### config.mk
export PLATFORM = sky130hd
export DESIGN_NAME = semi_auto_driver_ctrl
export DESIGN_NICKNAME = d
export VERILOG_FILES = /design/src/rtl/semi_auto_driver_ctrl_pkg.sv /design/src/rtl/semi_auto_driver_ctrl_detector_sync.sv /design/src/rtl/semi_auto_driver_ctrl.sv
export SDC_FILE = /design/constraint.sdc
export NUM_CORES = 1
export LEC_CHECK = 0
export ABC_AREA = 1
export CAP_MARGIN = 20
export CELL_PAD_IN_SITES_DETAIL_PLACEMENT = 1
export CELL_PAD_IN_SITES_GLOBAL_PLACEMENT = 1
export CORE_UTILIZATION = 44
export CTS_CLUSTER_SIZE = 14
export DETAILED_ROUTE_END_ITERATION = 10
export PLACE_DENSITY_LB_ADDON = 0.1
export SYNTH_ARGS = -nofsm -noshare
export SYNTH_HDL_FRONTEND = slang
export SYNTH_SLANG_ARGS = --single-unit
### constraint.sdc
create_clock -name clk -period 1.9 [get_ports clk]
set_input_delay 0.285 -clock clk [delete_from_list [all_inputs] [get_ports clk]]
set_output_delay 0.285 -clock clk [all_outputs]
set_load 0.05 [all_outputs]
### src/rtl/semi_auto_driver_ctrl_pkg.sv
// ============================================================================
// semi_auto_driver_ctrl_pkg : state codes, command vectors and decode helpers
// Revision: 1.0
// ============================================================================
`default_nettype none

package semi_auto_driver_ctrl_pkg;

   typedef enum logic [2:0] {
      ST_WAIT      = 3'b000,
      ST_TURN_L    = 3'b001,
      ST_TURN_R    = 3'b010,
      ST_MOVING    = 3'b011,
      ST_TURN_BACK = 3'b100,
      ST_LEAVE     = 3'b101
   } state_t;

   // Command vector order: {back, right, left, straight}
   localparam logic [3:0] CMD_STRAIGHT = 4'b0001;
   localparam logic [3:0] CMD_LEFT     = 4'b0010;
   localparam logic [3:0] CMD_RIGHT    = 4'b0100;
   localparam logic [3:0] CMD_BACK     = 4'b1000;

   // Detector vector order: {front, left, right}, 1 = wall
   localparam logic [2:0] DET_CORRIDOR   = 3'b011;
   localparam logic [2:0] DET_DEAD_END   = 3'b111;
   localparam logic [2:0] DET_LEFT_ONLY  = 3'b101;
   localparam logic [2:0] DET_RIGHT_ONLY = 3'b110;

   // Motor vector order: {forward, left, right}
   function automatic logic [2:0] motor_decode(input state_t s);
      case (s)
         ST_TURN_L:               return 3'b010;
         ST_TURN_R, ST_TURN_BACK: return 3'b001;
         ST_MOVING, ST_LEAVE:     return 3'b100;
         default:                 return 3'b000;
      endcase
   endfunction

   function automatic state_t junction_target(input logic [2:0] det, input logic auto_en);
      if (!auto_en) return ST_WAIT;
      case (det)
         DET_DEAD_END:   return ST_TURN_BACK;
         DET_LEFT_ONLY:  return ST_TURN_L;
         DET_RIGHT_ONLY: return ST_TURN_R;
         default:        return ST_WAIT;
      endcase
   endfunction

endpackage

`default_nettype wire

### src/rtl/semi_auto_driver_ctrl_detector_sync.sv
// ============================================================================
// semi_auto_driver_ctrl_detector_sync : 3-bit two-flop synchroniser, resets to 1
// Revision: 1.0
// ============================================================================
`default_nettype none

module semi_auto_driver_ctrl_detector_sync (
   input  logic       clk,
   input  logic       rst,
   input  logic [2:0] i_async,
   output logic [2:0] o_sync
);

   logic [2:0] r_meta;
   logic [2:0] r_sync;

   // Walls are assumed present until real detector values have propagated.
   always_ff @(posedge clk or negedge rst) begin
      if (!rst) begin
         r_meta <= '1;
         r_sync <= '1;
      end else begin
         r_meta <= i_async;
         r_sync <= r_meta;
      end
   end

   assign o_sync = r_sync;

endmodule

`default_nettype wire

### src/rtl/semi_auto_driver_ctrl.sv
// ============================================================================
// semi_auto_driver_ctrl : junction command handling and timed manoeuvre FSM
// Revision: 1.0
// ============================================================================
`default_nettype none

module semi_auto_driver_ctrl
   import semi_auto_driver_ctrl_pkg::*;
#(
   parameter int TURN_CYCLES  = 90_000_000,
   parameter int BACK_CYCLES  = 180_000_000,
   parameter int LEAVE_CYCLES = 50_000_000,
   parameter int AUTO_MODE    = 0,
   parameter int CNT_W        = 32
) (
   input  logic       clk,
   input  logic       rst,
   input  logic       front_detector,
   input  logic       left_detector,
   input  logic       right_detector,
   input  logic       go_straight_command,
   input  logic       turn_left_command,
   input  logic       turn_right_command,
   input  logic       turn_back_command,
   output logic       move_forward_signal,
   output logic       turn_left_signal,
   output logic       turn_right_signal,
   output logic       cmd_reject,
   output logic [2:0] state
);

   localparam logic [CNT_W-1:0] c_turn_last  = CNT_W'(TURN_CYCLES - 1);
   localparam logic [CNT_W-1:0] c_back_last  = CNT_W'(BACK_CYCLES - 1);
   localparam logic [CNT_W-1:0] c_leave_last = CNT_W'(LEAVE_CYCLES - 1);
   localparam logic             c_auto_en    = (AUTO_MODE != 0);

   logic [2:0]       w_det;
   logic             w_f;
   logic             w_l;
   logic             w_r;
   logic [3:0]       w_cmd;
   logic             w_cmd_valid;
   logic             w_cmd_blocked;
   state_t           w_cmd_target;
   state_t           w_junction;

   state_t           r_state;
   logic [CNT_W-1:0] r_timer;
   logic [2:0]       r_motor;
   logic             r_cmd_reject;
   logic [3:0]       r_rej_cmd;

   semi_auto_driver_ctrl_detector_sync u_sync (
      .clk     (clk),
      .rst     (rst),
      .i_async ({front_detector, left_detector, right_detector}),
      .o_sync  (w_det)
   );

   assign {w_f, w_l, w_r} = w_det;
   assign w_cmd       = {turn_back_command, turn_right_command, turn_left_command, go_straight_command};
   assign w_cmd_valid = $onehot(w_cmd);
   assign w_junction  = junction_target(w_det, c_auto_en);

   always_comb begin
      w_cmd_target  = ST_WAIT;
      w_cmd_blocked = 1'b0;
      case (w_cmd)
         CMD_STRAIGHT: begin w_cmd_target = ST_LEAVE;     w_cmd_blocked = w_f; end
         CMD_LEFT:     begin w_cmd_target = ST_TURN_L;    w_cmd_blocked = w_l; end
         CMD_RIGHT:    begin w_cmd_target = ST_TURN_R;    w_cmd_blocked = w_r; end
         CMD_BACK:     begin w_cmd_target = ST_TURN_BACK; w_cmd_blocked = 1'b0; end
         default:      ;
      endcase
   end

   always_ff @(posedge clk or negedge rst) begin
      if (!rst) begin
         r_state      <= ST_WAIT;
         r_timer      <= '0;
         r_motor      <= '0;
         r_cmd_reject <= 1'b0;
         r_rej_cmd    <= '0;
      end else begin
         r_cmd_reject <= 1'b0;
         r_rej_cmd    <= '0;
         r_timer      <= r_timer + 1'b1;
         case (r_state)
            ST_WAIT: begin
               r_timer <= '0;
               // r_rej_cmd remembers the refused pattern so a held command rejects once.
               if (w_cmd_valid && w_cmd_blocked) begin
                  r_cmd_reject <= (w_cmd != r_rej_cmd);
                  r_rej_cmd    <= w_cmd;
               end else if (w_cmd_valid) begin
                  r_state <= w_cmd_target;
                  r_motor <= motor_decode(w_cmd_target);
               end
            end
            ST_TURN_L, ST_TURN_R: begin
               if (r_timer == c_turn_last) begin
                  r_state <= ST_LEAVE;
                  r_motor <= motor_decode(ST_LEAVE);
                  r_timer <= '0;
               end
            end
            ST_TURN_BACK: begin
               if (r_timer == c_back_last) begin
                  r_state <= ST_LEAVE;
                  r_motor <= motor_decode(ST_LEAVE);
                  r_timer <= '0;
               end
            end
            ST_LEAVE: begin
               if (w_f) begin
                  r_state <= ST_WAIT;
                  r_motor <= '0;
                  r_timer <= '0;
               end else if (r_timer == c_leave_last) begin
                  r_state <= ST_MOVING;
                  r_motor <= motor_decode(ST_MOVING);
                  r_timer <= '0;
               end
            end
            ST_MOVING: begin
               r_timer <= '0;
               if (w_det != DET_CORRIDOR) begin
                  r_state <= w_junction;
                  r_motor <= motor_decode(w_junction);
               end
            end
            default: begin
               r_state <= ST_WAIT;
               r_motor <= '0;
               r_timer <= '0;
            end
         endcase
      end
   end

   assign move_forward_signal = r_motor[2];
   assign turn_left_signal    = r_motor[1];
   assign turn_right_signal   = r_motor[0];
   assign cmd_reject          = r_cmd_reject;
   assign state               = r_state;

endmodule

`default_nettype wire

==> flow_summary.ini, run 1 <==
[status]
status = complete, but fails checks
violations = setup timing

[setup_path]
crit_type = input port to flop
crit_required_ps = 2100
cp_max_fo = 7
arrival_ps = 2230
reg2reg_setup_slack_ps = 30
worstSetupStartpointType = input port
reg2reg_from = r_timer[0]
worst_setup_path_end_kind = flop
r2r-end = r_motor[2]
reg2reg_depth = 11

[detailed_routing]
drt_pass1_iterations = 4
wire_per_inst_um = 15.4
routed_wl_um = 8890
route.detailed.drc = 0
via_count = 2891
via_per_inst = 5.02
antenna_left = 0
drt_iter0_drc = 87

[synthesis]
yosysUniqueCellTypes = 35
yosysTopAreaCell = dfrtp_1
syn_area_um2 = 3140
synthTopCellsByArea = dfrtp_1, nand2_1, inv_1, nor2_1, nand3_1
yosys_register_bits = 49
synth_fp_nets = 450
netlist_instances = 433
ys_seq_area_share_pct = 39.3
synth_top_area_share_pct = 34.3
avgSynthCellArea_um2 = 7.25
yosys_warnings = 0

[pwr]
ir_worst_vdd_mv = 1.02
power_w = 0.00359
powerDensity_nw_per_um2 = 931
p_leak_nw = 1.87

[global_route]
grt_max_degree = 29
grt_pass1_wl_um = 15000
antenna_found_initial = 0
first_global_vias = 3039
grt_overflow = 0
grt_usage_pct = 26.1

[cells_and_area]
diodes = 0
finish.utilization_pct = 56.4
fillers = 896
syn_to_final_growth_pct = 22.7
layout_commonest_cell = nand2_1
final_cell_mix = nand2_1, inv_1, nor2_1, dfrtp_1, nand3_1
nNetsFinal = 496
layout-drive-gt1-share_pct = 17.9

[placement]
pre_cts_slack_ps = -997
gp_congestion = 0.839
hpwl_um = 6920
io_buffers = 15

[min_path]
hold_end = r_rej_cmd[1]
hp-class = input port to flop
holdPathStages = 4
hold_start = turn_left_command

[sta]
setup_ws_ps = -129
fin_crit_sh_pct = 107
slew_violations = 0
max_freq_mhz = 493
max-slew-margin-rel_pct = 64.3
hold_viol = 0
worst_slew_pin_slew_ps = 535
hold_ws_ps = 313
setup_viol = 8
clock_skew_ps = 13.6
post-route-min-period_ps = 2030
rsz0062_at_grt = true

[clock_network]
insertion_delay_ps = 310
cts-root-buf = clkbuf_8
clk_pin_slew_ps = 100
cts_tree = built
clockBufferDepth = 2
cts_sinks = 49
htree_levels = 2
numCtsBuffers = 5

[die]
core_um2 = 6830
num_rows = 30
design.die.area_um2 = 7470
start_util_pct = 45.9
die_x_um = 86.5
die_y_um = 86.5
num_io_pins = 16

[flow_run]
max_cap_viol_count = 0
-- cell usage after synthesis --
master	n
nand2_2	7
ha_1	7
nand3_1	33
nand2_8	1
nand3b_1	1
conb_1	1
fa_1	1
nand2_1	109
nand4_1	7
a41oi_1	1
nand2_4	2
inv_1	72
xnor2_1	4
nand3_4	1
nor3b_1	1
xor2_1	14
inv_8	1
a21boi_0	1
dfrtp_1	43
nor2_2	1
o31ai_1	1
a21oi_1	16
buf_6	1
buf_4	1
dfstp_2	6
nor2_1	58
nor4_2	1
inv_2	5
nor3_2	1
o21bai_1	6
nand3_2	4
nor2_4	3
buf_2	1
o21ai_0	10
nor3_1	11
-- what timing repair did --
item | CTS | global route
hold buffers | 1 | 0
pin swaps | 9 | 9
gates cloned | 0 | 0
gates resized for setup | 18 | 14
hold endpoints to repair | 15 | 0
buffers inserted | 0 | 1
setup endpoints to repair | 10 | 38
-- power by group --
part	switching (W)	total [W]	internal (W)
clock network	0.000385	0.000916	0.000530
logic	0.000955	0.00147	0.000519
registers	0.0000638	0.00120	0.00113
-- stage by stage --
step           std cells  setup TNS (ps)  cell area [µm²]
6_report             576            -681             3850
5_1_grt              576           -1300             3850
4_1_cts              576            -955             3800
3_5_place_dp         567           -9330             3630
3_3_place_gp         567           -8600             3630
2_1_floorplan        433           -1230             3160
-- worst max-delay path, stage by stage --
cell	delay [ps]
buf_12	90
inv_12	30
fa_1	530
inv_1	50
ha_2	190
ha_4	200
nand3b_1	190
nor2_1	130
nand2_1	80
inv_2	70
nand2_4	60
nand3_4	140
nor2_4	70
nand2_1	60
nand2_1	60
-- cell type report --
cell class	instances	area, µm²	share of cell area [%]
sequential	49	1230	32.0
timing repair buffer	42	397	10.3
clock inverter	3	68.8	1.79
multi-input combinational	303	1650	42.9
tap	96	120	3.12
inverter	78	313	8.12
clock buffer	5	68.8	1.79
-- per-layer routing --
| layer | wire [µm] | GRT usage, % | up-vias | part of all wire [%] |
|---|---|---|---|---|
| li1 | - | - | 1430 | - |
| met1 | 4460 | 38.8 | 1411 | 50 |
| met2 | 4030 | 40.6 | 43 | 45 |
| met3 | 322 | 3.43 | 7 | 3.6 |
| met4 | 70 | 5.45 | 0 | 0.79 |
| met5 | 0 | 0 | - | 0 |
-- sequential cells by signal (all words and copies together) (netlist names) --
name           flops
state              3
cmd_reject         1
r_rej_cmd          4
r_timer           32
r_motor            3
u_sync.o_sync      3
u_sync.r_meta      3
-- cells by family after synthesis --
family / share of synthesized area, %
xor gates and xnor gates: 5.02
buffers and inverters: 10.3
and+or+nand+nor: 35.4
other: 0.120
DFF: 39.3
adders and majority gates: 3.43
AOI/OAI and AO/OA: 6.34
-- worst max path at each step --
stage,from,to,slack (ps),cells after the start
after floorplan,turn_left_command,r_motor[1],-210,14
after global placement,turn_left_command,r_motor[1],-910,13
after detailed placement,turn_left_command,r_motor[2],-1000,12
after CTS,turn_left_command,r_motor[2],-170,12
after global routing,turn_left_command,r_motor[2],-190,15
final,turn_left_command,r_motor[2],-130,15
(Power assumes the default switching activity.)
==> inputs of run 2 (changes only) <==
Settings changed: CAP_MARGIN 20 to default.
==> results of run 2 <==
No change in the layout: final DEF, timing and power equal those of run 1.
==> inputs of run 3 (changes only) <==
Settings changed: CORE_UTILIZATION 44 to 40.
==> flow_summary.ini, run 3 (synthesis results as in run 1) <==
[detailed_routing]
met2WireLength_um = 4140
route.detailed.drc = 0
top_layer = met4
wl_met3_um = 164
drt_iter0_drc = 138
routed_wl_um = 8920
via_per_inst = 4.97
antenna_left = 0
met1Wirelength_um = 4530
wire_per_inst_um = 15.4
drt_pass1_iterations = 4
via_count = 2882

[clock_network]
numCtsBuffers = 5
cts_tree = built
insertion_delay_ps = 320
clockBufferDepth = 2
clk_pin_slew_ps = 100
cts-root-buf = clkbuf_8
cts_sinks = 49
htree_levels = 2

[sta]
post-route-min-period_ps = 1980
setup_ws_ps = -75.4
max-slew-margin-rel_pct = 65.9
hold_viol = 0
max_freq_mhz = 506
worst_slew_pin_slew_ps = 507
fin_crit_sh_pct = 104
tns_ps = -305
setup_viol = 5
slew_violations = 0
clock_skew_ps = 8.84
rsz0062_at_grt = true

[placement]
pre_cts_slack_ps = -1010
placedCellCount = 569
io_buffers = 15
hpwl_um = 7010
gp_congestion = 0.869

[pwr]
powerDensity_nw_per_um2 = 887
ir_worst_vdd_mv = 0.426
p_leak_nw = 1.81
power_w = 0.00340

[setup_path]
critPathLaunch = go_straight_command
reg2reg_setup_slack_ps = 120
reg2reg_from = r_timer[1]
worst_setup_path_end_kind = flop
cp-endpoint = state[0]
arrival_ps = 2230
crit_type = input port to flop
crit_required_ps = 2160
reg2reg_depth = 11
cp_max_fo = 7
worstSetupStartpointType = input port
r2r-end = state[0]

[cells_and_area]
finish.utilization_pct = 51.7
layout-drive-gt1-share_pct = 18.5
multiInputGateArea_um2 = 1650
diodes = 0
layout_commonest_cell = nand2_1
final_cell_mix = nand2_1, inv_1, nor2_1, dfrtp_1, nand3_1
top_register = r_timer
largest_register_ffs = 32
fillers = 967
syn_to_final_growth_pct = 22.1
nNetsFinal = 497
top_regs = r_timer (32), r_rej_cmd (4)
finalNonFillerCells = 580
ff_latch_area_um2 = 1230

[die]
num_rows = 31
num_io_pins = 16
die_y_um = 90.6
design.die.area_um2 = 8200
start_util_pct = 42.4
die_x_um = 90.6
core_um2 = 7410

[status]
status = complete, but fails checks
violations = setup timing

[global_route]
grt_pass1_wl_um = 15200
antenna_found_initial = 0
first_global_vias = 3010
grt_overflow = 0
grt_usage_pct = 23.6
grt_max_degree = 34

[min_path]
hp-class = input port to flop
hold_start = go_straight_command

[flow_run]
max_cap_viol_count = 0
==> run 3: cell count changes in the layout (fill, tap and decap cells not counted), moves of 2 or more <==
cell     previous run  this run
buf_6               1         3
nand2_1           108       106
buf_12              4         2
nand2_2             6         9
==> run 3: worst max-delay path: stages <==
cell and delay, ps:
buf_8 80, inv_4 30, fa_1 520, inv_1 40, ha_2 190, ha_4 220
nand3b_1 180, a21oi_2 220, nand3_4 150, nor2_4 180, nand2_1 80, nand2_1 60
==> run 3: layer usage <==
metal | global-route usage, % | vias up
li1 | - | 1436
met1 | 33.1 | 1409
met2 | 39.1 | 28
met3 | 2.27 | 9
met4 | 5.24 | 0
met5 | 0 | -
==> run 3: metrics by stage <==
stage	instance area (µm²)	hold WS [ps]
after floorplan	3160	-10.6
after global placement	3620	248
after detailed placement	3620	264
after CTS	3780	347
after global routing	3830	316
final	3830	311
==> run 3: power breakdown <==
part	internal, W	leakage [nW]	switching, W
Clock	0.000395	0.0585	0.000389
Combinational	0.000470	1.10	0.000940
Sequential	0.00113	0.652	0.0000718
Total	0.00200	1.81	0.00140
==> run 3: repair_timing <==
action	in CTS	in global routing
endpoints found under the hold margin	16	0
cloned	0	0
hold buffers	1	0
setup buffers	2	1
gates resized for setup	18	18
pin swaps	8	10
endpoints found under the setup margin	11	41
==> run 3: final cells by class <==
type	count	share of cell area, %
Clock buffer	5	1.80
Clock inverter	3	1.14
Inverter	78	8.23
Multi-Input combinational cell	303	43.2
Sequential cell	49	32.2
Tap cell	99	3.23
Timing Repair Buffer	43	10.3
==> run 3: worst min path at each step <==
stage	to	slack, ps	depth (start not counted)
2_1_floorplan	cmd_reject	-10	0
3_5_place_dp	r_timer[28]	260	1
3_3_place_gp	r_timer[30]	250	1
4_1_cts	r_rej_cmd[0]	350	4
6_report	r_rej_cmd[0]	310	4
5_1_grt	r_rej_cmd[0]	320	4
